==> src/rtl/serial_adder_if.sv <==
// Operand/result bundle for the bit-serial adder: the requester drives start/a/b,
// the adder returns busy/done and the registered sum with its carry-out.
interface serial_adder_if #(
  parameter int WIDTH = 8
);
  logic             start;
  logic [WIDTH-1:0] a;
  logic [WIDTH-1:0] b;
  logic             busy;
  logic             done;
  logic [WIDTH-1:0] sum;
  logic             carry_out;

  modport master (
    output start, a, b,
    input  busy, done, sum, carry_out
  );

  modport slave (
    input  start, a, b,
    output busy, done, sum, carry_out
  );
endinterface

==> src/rtl/serial_adder.sv <==
// Bit-serial unsigned adder: one full-adder cell plus a carry flop, LSB-first over
// WIDTH cycles, with a one-cycle done pulse and a result held until the next done.
module serial_adder #(
  parameter int WIDTH = 8
) (
  input  logic         clk,
  input  logic         rst_n,
  serial_adder_if.slave bus
);

  localparam int CW = $clog2(WIDTH + 1);

  typedef enum logic [1:0] {IDLE, SHIFT, DONE} state_t;

  state_t           state_q, state_d;
  logic [WIDTH-1:0] sh_a_q, sh_a_d;
  logic [WIDTH-1:0] sh_b_q, sh_b_d;
  logic [WIDTH-1:0] res_q, res_d;
  logic [WIDTH-1:0] sum_q, sum_d;
  logic [CW-1:0]    cnt_q, cnt_d;
  logic             carry_q, carry_d;
  logic             carry_out_q, carry_out_d;
  logic             busy_q, busy_d;
  logic             done_q, done_d;

  logic             s_bit;
  logic             c_next;

  // The single full-adder cell working on the current LSBs.
  assign s_bit  = sh_a_q[0] ^ sh_b_q[0] ^ carry_q;
  assign c_next = (sh_a_q[0] & sh_b_q[0]) | (sh_a_q[0] & carry_q) | (sh_b_q[0] & carry_q);

  always_comb begin
    state_d     = state_q;
    sh_a_d      = sh_a_q;
    sh_b_d      = sh_b_q;
    res_d       = res_q;
    sum_d       = sum_q;
    cnt_d       = cnt_q;
    carry_d     = carry_q;
    carry_out_d = carry_out_q;

    case (state_q)
      IDLE, DONE: begin
        if (bus.start) begin
          state_d = SHIFT;
          sh_a_d  = bus.a;
          sh_b_d  = bus.b;
          carry_d = 1'b0;
          cnt_d   = '0;
          res_d   = '0;
        end else begin
          state_d = IDLE;
        end
      end
      SHIFT: begin
        carry_d = c_next;
        res_d   = {s_bit, res_q[WIDTH-1:1]};
        sh_a_d  = {1'b0, sh_a_q[WIDTH-1:1]};
        sh_b_d  = {1'b0, sh_b_q[WIDTH-1:1]};
        cnt_d   = cnt_q + 1'b1;
        // Publish the result on the edge that consumes the MSB.
        if (cnt_q == CW'(WIDTH - 1)) begin
          state_d     = DONE;
          sum_d       = {s_bit, res_q[WIDTH-1:1]};
          carry_out_d = c_next;
        end
      end
      default: state_d = IDLE;
    endcase

    busy_d = (state_d == SHIFT);
    done_d = (state_d == DONE);
  end

  always_ff @(posedge clk or negedge rst_n) begin
    if (!rst_n) begin
      state_q     <= IDLE;
      sh_a_q      <= '0;
      sh_b_q      <= '0;
      res_q       <= '0;
      sum_q       <= '0;
      cnt_q       <= '0;
      carry_q     <= 1'b0;
      carry_out_q <= 1'b0;
      busy_q      <= 1'b0;
      done_q      <= 1'b0;
    end else begin
      state_q     <= state_d;
      sh_a_q      <= sh_a_d;
      sh_b_q      <= sh_b_d;
      res_q       <= res_d;
      sum_q       <= sum_d;
      cnt_q       <= cnt_d;
      carry_q     <= carry_d;
      carry_out_q <= carry_out_d;
      busy_q      <= busy_d;
      done_q      <= done_d;
    end
  end

  assign bus.busy      = busy_q;
  assign bus.done      = done_q;
  assign bus.sum       = sum_q;
  assign bus.carry_out = carry_out_q;

endmodule

==> src/flat_wrapper.sv <==
// flat-port wrapper written by rule: the top's interface ports become plain ports
module serial_adder_flat 
#(
  parameter int WIDTH = 8
)
  (clk, rst_n, bus_start, bus_a, bus_b, bus_busy, bus_done, bus_sum, bus_carry_out);
  serial_adder_if #(.WIDTH(WIDTH)) bus_i ();
  input  logic clk;
  input  logic rst_n;
  input wire logic [$bits(bus_i.start)-1:0] bus_start;
  input wire logic [$bits(bus_i.a)-1:0] bus_a;
  input wire logic [$bits(bus_i.b)-1:0] bus_b;
  output wire logic [$bits(bus_i.busy)-1:0] bus_busy;
  output wire logic [$bits(bus_i.done)-1:0] bus_done;
  output wire logic [$bits(bus_i.sum)-1:0] bus_sum;
  output wire logic [$bits(bus_i.carry_out)-1:0] bus_carry_out;
  assign bus_i.start = bus_start;
  assign bus_i.a = bus_a;
  assign bus_i.b = bus_b;
  assign bus_busy = bus_i.busy;
  assign bus_done = bus_i.done;
  assign bus_sum = bus_i.sum;
  assign bus_carry_out = bus_i.carry_out;
  serial_adder #(.WIDTH(WIDTH)) u_core (.clk(clk), .rst_n(rst_n), .bus(bus_i));
endmodule
==> config.mk <==
export PLATFORM = sky130hd
export DESIGN_NAME = serial_adder_flat
export DESIGN_NICKNAME = d
export VERILOG_FILES = /design/src/rtl/serial_adder_if.sv /design/src/rtl/serial_adder.sv /design/src/flat_wrapper.sv
export SDC_FILE = /design/constraint.sdc
export NUM_CORES = 1
export LEC_CHECK = 0
export BUFFER_PORTS_ARGS = -buffer_cell sky130_fd_sc_hd__buf_2
export CORE_MARGIN = 2
export CORE_UTILIZATION = 54
export CTS_CLUSTER_DIAMETER = 30
export DETAILED_ROUTE_END_ITERATION = 10
export PLACE_DENSITY = 0.8
export SETUP_SLACK_MARGIN = 0.4
export SLEW_MARGIN = 20
export SYNTH_ARGS = -nofsm -noshare
export SYNTH_HDL_FRONTEND = slang
export SYNTH_SLANG_ARGS = --single-unit
==> constraint.sdc <==
create_clock -name clk -period 2.1 [get_ports clk]
set_clock_uncertainty 0.15 [all_clocks]
set_input_delay 0.105 -clock clk [delete_from_list [all_inputs] [get_ports clk]]
set_output_delay 0.105 -clock clk [all_outputs]
set_load 0.03 [all_outputs]
## After elaboration in Yosys (flattened, before gate mapping)

Cells that the tools add are included.

| storage, ports and cells | value |
|---|---|
| register bits after elaboration | 42 |
| bits of input ports | 19 |
| output and inout bits | 11 |
| word-level logic and storage cells | 42 |

| operators by class | value |
|---|---|
| add/subtract/negate cells | 1 |
| eq/ne operators | 6 |
| multiplexer cells | 13 |
| bitwise gates (word level) | 7 |
| reduce and logical (&&, ||, !) cells | 5 |

Operators by type and width:

| operator | count |
|---|---|
| $pmux 8 s2 | 3 |
| $mux 8 | 3 |
| $pmux 4 s2 | 1 |
| $add 4x1->4 const B | 1 |
| $eq 2x1->1 const B | 2 |
| $eq 2x2->1 const B | 2 |
| $eq 4x3->1 const B | 1 |
| $mux 4 | 1 |
| $pmux 2 s2 | 1 |
| $reduce_and 2->1 | 2 |
| $and 1x1->1 | 3 |
| $logic_not 2->1 | 1 |
| $mux 1 | 2 |
| $mux 2 | 1 |
| $ne 2x2->1 const B | 1 |
| $or 1x1->1 | 2 |
| $pmux 1 s2 | 1 |
| $reduce_bool 2->1 | 1 |
| $reduce_or 2->1 | 1 |
| $xor 1x1->1 | 2 |

## Depth between registers and ports, before layout

| depth | value |
|---|---|
| depth in word-level cells | 4 |
| gate-level depth with buffers | 5 |
| mapped depth without buffers | 4 |

## Worst setup path after synthesis

No wires, ideal clock.

| timing path | value |
|---|---|
| kind | register to register |
| start point | register u_core.state_q[1] |
| end point | register u_core.sum_q[0] (netlist: u_core.bus.sum[0]) |
| setup time | 0.125 ns |
| data arrival time | 1.348 ns |
| required time | 1.825 ns |
| path slack | 0.478 ns |
| stages on the path, launching flop included | 5 |
| buffers on the path | 1 |
| clock period less this slack | 1.622 ns |
| cells stage by stage | dfrtp_1 -> nand2b_1 -> buf_6 -> nor3_4 -> mux2_2 |

| on the way | value |
|---|---|
| longest elaborated chain between the ends | 2 |

RTL lines:

| element | line | text |
|---|---|---|
| start, declared | serial_adder.sv:15 | `state_t state_q, state_d;` |
| start signal, assigned | serial_adder.sv:89 | `state_q <= state_d;` |
| $eq 2x1->1 | serial_adder.sv:43 | `case (state_q)` |
| $reduce_and 2->1 (no source line) | n/a |  |
| end signal, assigned | serial_adder.sv:93 | `sum_q <= sum_d;` |
| end, declared | serial_adder.sv:19 | `logic [WIDTH-1:0] sum_q, sum_d;` |

Every way passes these cells.
A chain may end at the register's enable or synchronous reset.

## Final worst setup path

| timing path | value |
|---|---|
| start point | register u_core.cnt_q[1] |
| end point | register u_core.sum_q[5] (netlist: u_core.bus.sum[5]) |

| on the way | value |
|---|---|
| longest elaborated chain between the ends | 2 |

RTL lines:

| element | line | text |
|---|---|---|
| start, declared | serial_adder.sv:20 | `logic [CW-1:0] cnt_q, cnt_d;` |
| start signal, assigned | serial_adder.sv:94 | `cnt_q <= cnt_d;` |
| $eq 4x3->1 | serial_adder.sv:63 | `if (cnt_q == CW'(WIDTH - 1)) begin` |
| $reduce_and 2->1 (no source line) | n/a |  |

Every way passes these cells.

==> flow_summary_export.csv <==
group,metric,value,unit
run_status,status,"completed",
global_route,grt_util_all_layers,22.3,%
detailed_routing,firstDrtPassIters,4,
die,dieArea,3550,um^2
detailed_routing,wire_per_inst,15.8,um
synthesis,synth_area_leaders,"dfrtp_1 62%, a22oi_1 5.4%, a22o_1 5.3%",
power,power_density,1480,nW/um^2
timing,post-route-min-period,1.64,ns
synthesis,synth.distinct_cells,25,
die,start_util,55.5,%
global_route,grt_pass1_wl,5720,um
synthesis,netlist_area,1670,um^2
synthesis,synth-seq-cells,41,
detailed_routing,initialDrtViolationCount,64,
clock_network,tritoncts,"done",
synthesis,async_reset_ff_share,100,%
critical_path,crit_required,2.20,ns
global_route,first_global_vias,1230,
synthesis,yosysTopAreaCellShare,61.5,%
place,pre_cts_ws,0.291,ns
cells_and_area,syn_to_final_growth,28.4,%
timing,tightestPinTransition,0.856,ns
power,irDropWorstVdd,0.728,mV
timing,finalCritPeriodShare,78.2,%
synthesis,synth_common_cells,"41 x dfrtp_1, 16 x nand2_1, 12 x a22oi_1, 12 x nand3_1, 10 x a22o_1",
critical_path,cpMaxStageDelayCell,"dfrtp_1",
die,rows,20,
die,die_y,59.6,um
place,portBuffers,29,
clock_network,path_clk_slew,0.12,ns
die,io_pins,30,
clock_network,cts_buffers,5,
synthesis,yosysMostFrequentCell,"dfrtp_1",
synthesis,ys_warn_count,0,
clock_network,clk_latency,0.36,ns
timing,rsz0062_at_grt,"no",
detailed_routing,dr_total_vias,1271,
timing,finalHoldViolCount,0,
clock_network,h-tree-depth,2,
synthesis,syn-instance-count,136,
global_route,grt.overflow.total,0,
power,leakage,1.07,nW
die,die_w,59.6,um
critical_path,slowest_delay,0.41,ns
synthesis,avgSynthCellArea,12.3,um^2
timing,setup_tns,0,ns
cells_and_area,drive_gt1_share,29.3,%
global_route,grt_max_degree,42,
global_route,antenna_found_initial,0,
timing,timing.fmax,609,MHz
die,coreArea,3000,um^2
detailed_routing,drc,0,
synthesis,syn-num-nets,157,
timing,timing.final.ws_setup,0.458,ns
clock_network,cts_buffer_depth,2,
min_path,hold_class,"in -> reg",
detailed_routing,vias_per_cell,5.67,
place,place_hpwl,2160,um
synthesis,seq_area_frac_synth,61.5,%
synthesis,yosys.area.top_type,"dfrtp_1",
clock_network,cts_sinks,41,
detailed_routing,wl,3540,um
cells_and_area,fillers,213,
cells_and_area,layout.nets,212,
clock_network,cts_root_buffer,"clkbuf_4",
synthesis,ys.flop_type,"dfrtp_1",
timing,final-setup-viol-count,0,
timing,relSlewSlack,42.9,%
flow_run,drv_cap,0,
synthesis,synth_edf_count,0,
detailed_routing,ant_nets,0,
cells_and_area,n_antenna_cell,0,
critical_path,crit_path_end_kind,"flip-flop",
critical_path,cp_cell_sequence,"ha_2 -> nand2_1 -> nor3_4 -> buf_6 -> mux2_2",
critical_path,startpoint_type,"flip-flop",
critical_path,worstPathArrival,1.74,ns
critical_path,cp_max_fo,7,
critical_path,crit_type,"reg -> reg",
timing,drv_slew,0,
place,place.gp.congestion,0.718,
[report_power, final]
group / switching [mW] / internal [mW]
Sequential: 0.210 / 1.13
Clock: 0.251 / 0.242
Combinational: 0.772 / 0.569
Total: 1.23 / 1.94
[state kept, by name, indices dropped and copies added, names as in the netlist]
| name | cells |
|---|---|
| u_core.sh_b_q | 8 |
| u_core.state_q | 2 |
| u_core.cnt_q | 4 |
| u_core.bus.busy | 1 |
| u_core.bus.done | 1 |
| u_core.sh_a_q | 8 |
| u_core.bus.sum | 8 |
| u_core.carry_q | 1 |
| u_core.res_q | 7 |
| u_core.bus.carry_out | 1 |
[cell type report]
| type | instances | area [um^2] | share of cell area, % |
|---|---|---|---|
| clock buffer | 5 | 37.5 | 1.75 |
| clock inverter | 2 | 35.0 | 1.64 |
| inverter | 5 | 18.8 | 0.877 |
| multi-input combinational | 81 | 581 | 27.1 |
| sequential | 41 | 1030 | 47.9 |
| tap | 33 | 41.3 | 1.93 |
| timing repair buffer | 57 | 402 | 18.8 |
[critical path, delay by kind of cell, from the launching register on]
family	cells	cell delay [ns]
and+or+nand+nor	2	0.28
adders and majority gates	1	0.21
buffers and inverters	1	0.16
muxes	1	0.33
DFF	1	0.41
[final timing paths]
| kind | start | depth (start not counted) | to | slack, ns |
|---|---|---|---|---|
| max in group asynchronous | rst_n | 2 | u_core.bus.sum[6]$_DFFE_PN0P_ | 1.02 |
| worst max-delay path | u_core.cnt_q[1]$_DFFE_PN0P_ | 5 | u_core.bus.sum[5]$_DFFE_PN0P_ | 0.46 |
| min in group asynchronous | rst_n | 2 | u_core.res_q[2]$_DFFE_PN0P_ | 0.23 |
| worst min register to register | u_core.bus.sum[1]$_DFFE_PN0P_ | 1 | u_core.bus.sum[1]$_DFFE_PN0P_ | 0.36 |
| worst max register to register | u_core.cnt_q[1]$_DFFE_PN0P_ | 5 | u_core.bus.sum[5]$_DFFE_PN0P_ | 0.46 |
| worst min-delay path | bus_start | 4 | u_core.cnt_q[0]$_DFFE_PN0P_ | 0.12 |
[per-layer routing]
layer	share of wire, %	global-route usage [%]
met1	44	30.5
met2	49	34.2
met5	0	0
met4	1.9	8.57
met3	5.1	5.90
[placed cells by master, fill, tap and decap left out, types with 4 or more instances in the layout]
master	count
nand2_1	16
buf_4	10
a22oi_1	12
a22o_1	10
clkbuf_4	5
inv_1	5
dlygate4sd3_1	17
dfrtp_1	41
mux2i_1	4
nand3_1	12
mux2_2	7
buf_2	29
[stage by stage]
| step | total power, mW | area, um^2 | util (%) | std cells | hold WS, ns |
|---|---|---|---|---|---|
| after floorplan | 2.24 | 1670 | - | 136 | -0.341 |
| after global placement | 2.52 | 1850 | 61.8 | 195 | 0.0997 |
| after detailed placement | 2.61 | 1850 | 61.8 | 195 | 0.121 |
| after CTS | 3.15 | 2130 | 70.8 | 223 | 0.122 |
| after global routing | 3.38 | 2140 | 71.3 | 224 | 0.163 |
| final | 3.17 | 2140 | 71.3 | 224 | 0.124 |
[cells by family after synthesis]
family / count (synthesis) / share of synthesized area [%]
AOI/OAI and AO/OA: 27 / 13.2
and+or+nand+nor: 40 / 11.9
adders and majority gates: 2 / 1.95
muxes: 11 / 7.13
buffers and inverters: 14 / 3.83
xor gates and xnor gates: 1 / 0.525
DFF: 41 / 61.5
[what timing repair did]
item	in CTS	in global routing
hold endpoints to repair	57	0
gates resized for setup	0	2
hold buffers	17	0
buffers inserted	4	1
pin swaps	1	1
endpoints found under the setup margin	7	8
Note: power is estimated with default switching activity, not from simulation.
